File: src/rtl/multicycle_sequencer.sv
// rtl/multicycle_sequencer.sv - multi-cycle FETCH/DECODE/EXEC/MEM/WB control sequencer
module multicycle_sequencer #(
    parameter int CNT_W = 16
) (
    input  logic             clk,
    input  logic             rst,
    input  logic             run,
    input  logic [3:0]       op,
    input  logic             mem_ready,
    output logic             mem_req,
    output logic             mem_we,
    output logic             mem_addr_sel,
    output logic             ir_write,
    output logic             pc_inc,
    output logic             pc_branch,
    output logic [3:0]       alu_op,
    output logic             alu_src,
    output logic             sign_ext,
    output logic             reg_write,
    output logic             reg_dst,
    output logic             mem_to_reg,
    output logic             illegal,
    output logic             busy,
    output logic [CNT_W-1:0] retired
);

    localparam logic [3:0] OP_R    = 4'b0000;
    localparam logic [3:0] OP_ADDI = 4'b0001;
    localparam logic [3:0] OP_ORI  = 4'b0011;
    localparam logic [3:0] OP_LW   = 4'b0111;
    localparam logic [3:0] OP_SW   = 4'b1000;
    localparam logic [3:0] OP_BEQ  = 4'b1001;
    localparam logic [3:0] OP_BNE  = 4'b1010;
    localparam logic [3:0] OP_BLT  = 4'b1011;
    localparam logic [3:0] OP_BGT  = 4'b1100;

    typedef enum logic [2:0] {
        IDLE   = 3'd0,
        FETCH  = 3'd1,
        DECODE = 3'd2,
        EXEC   = 3'd3,
        MEM    = 3'd4,
        WB     = 3'd5
    } state_t;

    state_t           state;
    state_t           next_state;
    logic [3:0]       op_q;
    logic [CNT_W-1:0] retired_q;

    logic is_branch;
    logic is_mem;
    logic is_legal;
    logic is_sext;
    logic retire;
    state_t after_last;

    always_comb begin
        is_branch = (op_q == OP_BEQ) || (op_q == OP_BNE) || (op_q == OP_BLT) || (op_q == OP_BGT);
        is_mem    = (op_q == OP_LW) || (op_q == OP_SW);
        is_legal  = is_branch || is_mem || (op_q == OP_R) || (op_q == OP_ADDI) || (op_q == OP_ORI);
        is_sext   = is_branch || is_mem || (op_q == OP_ADDI);
        after_last = run ? FETCH : IDLE;
    end

    // Retire happens in the final state of every legal instruction.
    always_comb begin
        retire = 1'b0;
        case (state)
            EXEC:    retire = is_branch;
            MEM:     retire = mem_ready && (op_q == OP_SW);
            WB:      retire = 1'b1;
            default: retire = 1'b0;
        endcase
    end

    always_ff @(posedge clk) begin
        if (rst) begin
            state     <= IDLE;
            op_q      <= 4'b0000;
            retired_q <= '0;
        end else begin
            state <= next_state;
            if (ir_write) begin
                op_q <= op;
            end
            if (retire) begin
                retired_q <= retired_q + {{(CNT_W-1){1'b0}}, 1'b1};
            end
        end
    end

    always_comb begin
        next_state = state;
        case (state)
            IDLE:    next_state = run ? FETCH : IDLE;
            FETCH:   next_state = mem_ready ? DECODE : FETCH;
            DECODE:  next_state = is_legal ? EXEC : after_last;
            EXEC: begin
                if (is_branch) begin
                    next_state = after_last;
                end else if (is_mem) begin
                    next_state = MEM;
                end else begin
                    next_state = WB;
                end
            end
            MEM: begin
                if (mem_ready) begin
                    next_state = (op_q == OP_SW) ? after_last : WB;
                end
            end
            WB:      next_state = after_last;
            default: next_state = IDLE;
        endcase
    end

    always_comb begin
        mem_req      = 1'b0;
        mem_we       = 1'b0;
        mem_addr_sel = 1'b0;
        ir_write     = 1'b0;
        pc_inc       = 1'b0;
        pc_branch    = 1'b0;
        alu_op       = 4'b0000;
        alu_src      = 1'b0;
        sign_ext     = 1'b0;
        reg_write    = 1'b0;
        reg_dst      = 1'b0;
        mem_to_reg   = 1'b0;
        illegal      = 1'b0;
        busy         = (state != IDLE);
        retired      = retired_q;
        case (state)
            FETCH: begin
                mem_req  = 1'b1;
                ir_write = mem_ready;
                pc_inc   = mem_ready;
            end
            DECODE: begin
                illegal  = !is_legal;
                sign_ext = is_sext;
            end
            EXEC: begin
                alu_op    = op_q;
                alu_src   = !is_branch && (op_q != OP_R);
                pc_branch = is_branch;
                sign_ext  = is_sext;
            end
            MEM: begin
                mem_req      = 1'b1;
                mem_addr_sel = 1'b1;
                mem_we       = (op_q == OP_SW);
                alu_op       = op_q;
                sign_ext     = is_sext;
            end
            WB: begin
                reg_write  = 1'b1;
                reg_dst    = (op_q == OP_R);
                mem_to_reg = (op_q == OP_LW);
                sign_ext   = is_sext;
            end
            default: begin
                busy = 1'b0;
            end
        endcase
    end

endmodule
File: config.mk
export PLATFORM = sky130hd
export DESIGN_NAME = multicycle_sequencer
export DESIGN_NICKNAME = d
export VERILOG_FILES = /design/src/rtl/multicycle_sequencer.sv
export SDC_FILE = /design/constraint.sdc
export NUM_CORES = 1
export LEC_CHECK = 0
export CORE_ASPECT_RATIO = 1.4
export CORE_MARGIN = 2
export CORE_UTILIZATION = 48
export DETAILED_ROUTE_END_ITERATION = 16
export HOLD_SLACK_MARGIN = 0.1
export PLACE_DENSITY_LB_ADDON = 0.08
export SYNTH_ARGS = -nofsm -noshare
export SYNTH_HDL_FRONTEND = slang
export SYNTH_SLANG_ARGS = --single-unit
File: constraint.sdc
create_clock -name clk -period 2.4 [get_ports clk]
set_input_delay 0.48 -clock clk [delete_from_list [all_inputs] [get_ports clk]]
set_output_delay 0.48 -clock clk [all_outputs]
set_load 0.02 [all_outputs]
==> results of run 1 <==
-- state kept, by name, indices dropped and copies added (netlist names) --
signal	cells
op_q	4
state	3
retired	16
-- layer usage --
metal,vias to the layer above,GRT usage [%]
met3,10,1.67
met1,725,24.2
met4,0,8.77
li1,770,-
met2,42,40.5
met5,-,0
-- placed cells by master (no fill, tap or decap), drive strengths merged, types with 2 or more instances in the layout --
master         instances
a211oi                 4
or3                    2
nand3                  7
o21ai                  6
a31oi                  4
nor2                  28
clkbuf                 4
nor3                   6
and4                   2
dlymetal6s2s           6
a311oi                 2
nand3b                 3
nor2b                 17
nor3b                  3
mux2                  14
nand4                  4
a31o                   2
a21oi                 10
mux2i                  4
dlygate4sd2            6
a2111oi                4
buf                   15
clkdlybuf4s50         28
nand2                  9
inv                    6
dfxtp                 23
-- final timing paths --
path                    from         end  slack, ps
hold reg to reg   retired[1]  retired[1]        500
hold / removal    retired[1]  retired[1]        500
setup reg to reg     op_q[1]  retired[8]        320
setup / recovery     op_q[1]     alu_src         60
-- logic make-up after synthesis --
| kind of cell | Yosys count | share of synthesized area, % |
|---|---|---|
| buffers and inverters | 21 | 5.89 |
| AO/OA/AOI/OAI | 39 | 18.8 |
| adder cells (fa/ha/maj) | 1 | 0.807 |
| flip-flops | 23 | 29.7 |
| multiplexers | 18 | 12.8 |
| XOR/XNOR | 1 | 0.565 |
| AND/OR/NAND/NOR | 88 | 31.5 |
-- power by group --
part | internal [mW] | total (mW) | switching [mW]
sequential | 0.391 | 0.403 | 0.0118
clock | 0.118 | 0.242 | 0.124
combinational | 0.0927 | 0.197 | 0.104
total | 0.602 | 0.842 | 0.240
-- stage by stage --
stage	setup TNS [ps]	util [%]	setup slack, ps
global route	-32.8	67.9	-32.8
global placement	0	66.1	21.5
floorplan	0	-	280
CTS	0	67.4	21.7
detailed placement	0	66.1	30.5
finish	0	67.9	56.0
-- worst min-delay path, stage by stage, from the launching register on --
cell,delay [ps]
dfxtp_1,340
nand3_1,70
a21oi_1,50
-- cell type report --
cell class | instances | area [µm²] | share of cell area (%)
repair buffers | 55 | 520 | 24.8
multi-input cells | 147 | 1000 | 47.7
well taps | 39 | 48.8 | 2.32
inverters | 6 | 22.5 | 1.07
clock buffers | 4 | 45.0 | 2.15
flip-flops and latches | 23 | 462 | 22.0
==> metrics.txt, run 1 <==
Critical-path top delay cell=or3_1; initial antenna violation count=0; post-synth cell types=45; GP Congestion=0.882; share of cells above drive strength 1=17.0%; WL/cell=14.1 µm; Clock Tree Root=clkbuf_8; worst-case clock buffer depth=2; Nets=245; crit path capture type=output pin; Post-Syn Instances=~190; Layout Cells excl Fill=274; FFs w/ async S/R, synth=0%; Global Route Usage Sum=21.6%; Post-CTS Setup Inserts=0; CP delay by family, top=buffers and inverters; CTS tree=done; Placed Cells=270; CP Class=reg -> out; Area growth syn-to-layout=35.4%; DRT Wirelength=about 3900 µm; Net Count, Synth=200; Post-Syn Area=1550 µm²; final hold vios=0; CTS H-Tree Depth=1; worst-path fanout max=6; die area=between 3000 and 4000 µm²; Synth Register Bits=23; number of diodes=0; post-route minimum period=2340 ps; slowest cell delay on critical path=approximately 450 ps; met1 WL=between 1500 and 2000 µm; post-synth top area share=between 20 and 30%; vias in the first global route=1493; top post-synthesis cells by area=dfxtp_1 (30%), mux2_2 (8.0%), nor2b_1 (6.9%), nor2_1 (6.8%), a21oi_1 (3.2%); power per cell area=401 nW/µm²; skew final=1.60 ps; Via density=5.65; Relative slew margins=75.4%; Max-cap violations=0; outcome=finished clean; Top Metal Used=met4; Tcrit/Tclk final=97.7%; Req. time, crit path=between 1500 and 2000 ps; Post-DP Area=2040 µm²; Starting Density=50.1%; FF-to-FF path depth=6; largest net degree at the start of global routing=38; first-pass GRT wire length=around 6400 µm; TritonRoute pass-1 iters=4; DR WL met2=between 2000 and 2500 µm; Synth area leader=dfxtp_1; leakage power figure=0.883 nW; Worst VDD drop=302 µV; Post-Layout Inst Area=2100 µm²; crit path DAT=1860 ps; detailed placer's ending HPWL=slightly below 3000 µm; Slew Limit Fails=0; die width=52.0 µm; IO Pins=41; Hold Buf Count CTS=0; post-synthesis sequential area ratio=29.7%; Iter 0 DRT Violations=41; syn avg cell area=8.12 µm²; Worst-Margin Slew=roughly 370 ps; worst hold margin=503 ps; Worst-path clk slew=approximately 80 ps; critical path buffer and inverter count=2; Num CTS Buffers=3; top cells by count, synth=nor2_1 (28), dfxtp_1 (23), nor2b_1 (17), mux2_2 (11), a21oi_1 (10); post-CTS sizing=7; Setup Viol. Count Final=0; Remaining DRCs=0; worst-path cell chain=buf_4 -> or3_1 -> o21ai_0 -> a31oi_1 -> dlygate4sd2_1; Post-synth EDFFs=0; Tot Pwr=0.842 mW; Synth Warn #=0; Antenna Nets Post-Route=0; Clock Sinks=23; site row count=24; Max Clk Rate=427 MHz; WP depth=5; Synth Flop Type=dfxtp_1; Fillers=270; routed via count=1547; Die Height=71.2 µm; IO buf count=40; Hold Path Class=reg -> reg; core area=3090 µm²; GRT overflow=0; metal3 WL=124 µm; worst hold stages=2; clock latency on the worst-skew pair=around 260 ps; Setup crit start kind=register; most numerous cell in the Yosys netlist=nor2_1
Power figures use the tool's default switching activity.
==> run 2: changes to the inputs <==
--- a/config.mk
+++ b/config.mk
@@ -13,2 +13,3 @@
 export PLACE_DENSITY_LB_ADDON = 0.08
+export SETUP_SLACK_MARGIN = 0.1
 export SYNTH_ARGS = -nofsm -noshare
==> constraint.sdc (replaced) <==
create_clock -name clk -period 2.4 [get_ports clk]
set_input_delay 0.36 -clock clk [delete_from_list [all_inputs] [get_ports clk]]
set_output_delay 0.36 -clock clk [all_outputs]
set_load 0.02 [all_outputs]
==> run 2 against run 1 <==
Clock power barely moved; critical path depth stayed put; wire length shrank 2.9%; die area unchanged; critical path type unchanged; critical endpoint is now alu_op[1]; largest cell class unchanged; largest power group unchanged.
==> metrics.txt, run 2 (synthesis gave the netlist of run 1 again) <==
met3 Use GR=1.25%; Sum Neg Setup Slack=0 ps; share of cells above drive strength 1=17.2%; Slew Limit Fails=0; Setup crit start kind=register; max reg flops=16; Tcrit/Tclk final=91.6%; FF-to-FF setup slack=slightly above 300 ps; Remaining DRCs=0; commonest cells after routing, fill and taps aside=clkdlybuf4s50_1 (29), nor2_1 (27), dfxtp_1 (20); first-pass GRT wire length=5990 µm; leakage power figure=0.853 nW; Post-Layout Inst Area=between 2000 and 2500 µm²; worst r2r dst=retired[14]; global-route layer with the greatest usage=met2; initial antenna violation count=0; RSZ-0062 raised after global routing=false; WL/cell=13.9 µm; DRT Wirelength=3760 µm; Clock Sinks=23; Max-cap violations=0; Post-DP Area=2020 µm²; Die Height=71.2 µm; met1 GRT Util=22.7%; Worst-Margin Slew=397 ps; FF-to-FF path depth=6; routed via count=1531; CTS H-Tree Depth=1; number of diodes=0; outcome=finished clean; Via density=5.65; hold path startpoint=retired[1]; power per cell area=401 nW/µm²; vias in the first global route=1409; Req. time, crit path=2040 ps; GR Layer Usage met2=roughly two fifths; Worst-path clk slew=80 ps; GRT overflow=0; IO Pins=just over 40; detailed placer's ending HPWL=approximately 2900 µm; Starting Density=50.1%; reg2reg start=op_q[1]; Relative slew margins=approximately three quarters; crit path DAT=1840 ps; post-route minimum period=2200 ps; worst hold stages=2; clock latency on the worst-skew pair=260 ps; site row count=24; Antenna Nets Post-Route=0; worst-path fanout max=9; Global Route Usage Sum=21.0%; Worst VDD drop=291 µV; IO buf count=40; Setup Viol. Count Final=0; largest net degree at the start of global routing=38; Nets=roughly 240; final hold vios=0; Max Clk Rate=455 MHz; Fillers=about 270; worst-case clock buffer depth=2; TritonRoute pass-1 iters=4; crit path capture type=output pin; Hold Path Class=reg -> reg; most common cell after layout, fill and taps aside=clkdlybuf4s50_1; die area=approximately 3700 µm²; Post-CTS Setup Inserts=0; CTS tree=done; die width=52.0 µm; Layout Cells excl Fill=271; skew final=2.74 ps; GP Congestion=0.832; Hold Buf Count CTS=0; Num CTS Buffers=3; Placed Cells=267; Tot Pwr=0.834 mW; Iter 0 DRT Violations=24; FF+latch area=467 µm²; core area=approximately 3100 µm²; CP Class=reg -> out; Clock Tree Root=clkbuf_8; Hold EP=retired[1]; Area growth syn-to-layout=34.2%; multi-input logic area=1000 µm²
run 2: cell type report:
cell class	count	area share, %
clock buffers	3	1.98
inverters	6	1.08
well taps	39	2.35
flip-flops and latches	23	22.4
clock inverters	1	0.241
repair buffers	52	23.8
multi-input cells	147	48.1
run 2: what timing repair did:
item | 4_1_cts | 5_1_grt
gates resized for setup | 9 | 8
pin swaps | 0 | 0
setup endpoints to repair | 12 | 8
run 2: worst max path at each step:
stage | start | to | slack (ps)
floorplan | op_q[0] | mem_we | 400
global route | state[2] | alu_op[1] | 100
detailed placement | mem_ready | pc_inc | 140
CTS | state[1] | pc_inc | 120
global placement | mem_ready | pc_inc | 130
finish | state[1] | alu_op[1] | 200
run 2: routing by layer:
layer,wire length [µm],vias up
met5,0,-
met4,65,0
met3,134,8
met2,2040,47
met1,1520,712
li1,-,764
run 2: worst max-delay path: stages (launching register included):
cell             delay [ps]
dfxtp_2                 370
nand2b_1                190
nor2_2                  160
nor2_1                  110
nor2b_1                 120
clkdlybuf4s50_1         620
run 2: stage by stage:
stage                     hold WS [ps]  setup slack, ps  util [%]
after floorplan                    507              400         -
after global placement             493              132      65.3
after detailed placement           510              145      65.3
after CTS                          524              117      66.7
after global routing               564              104      67.3
final                              518              201      67.3
run 2: power by group:
part / total (mW) / switching, mW / internal [mW]
logic: 0.180 / 0.0939 / 0.0865
registers: 0.412 / 0.0195 / 0.393
clock network: 0.241 / 0.126 / 0.116
total: 0.834 / 0.239 / 0.595
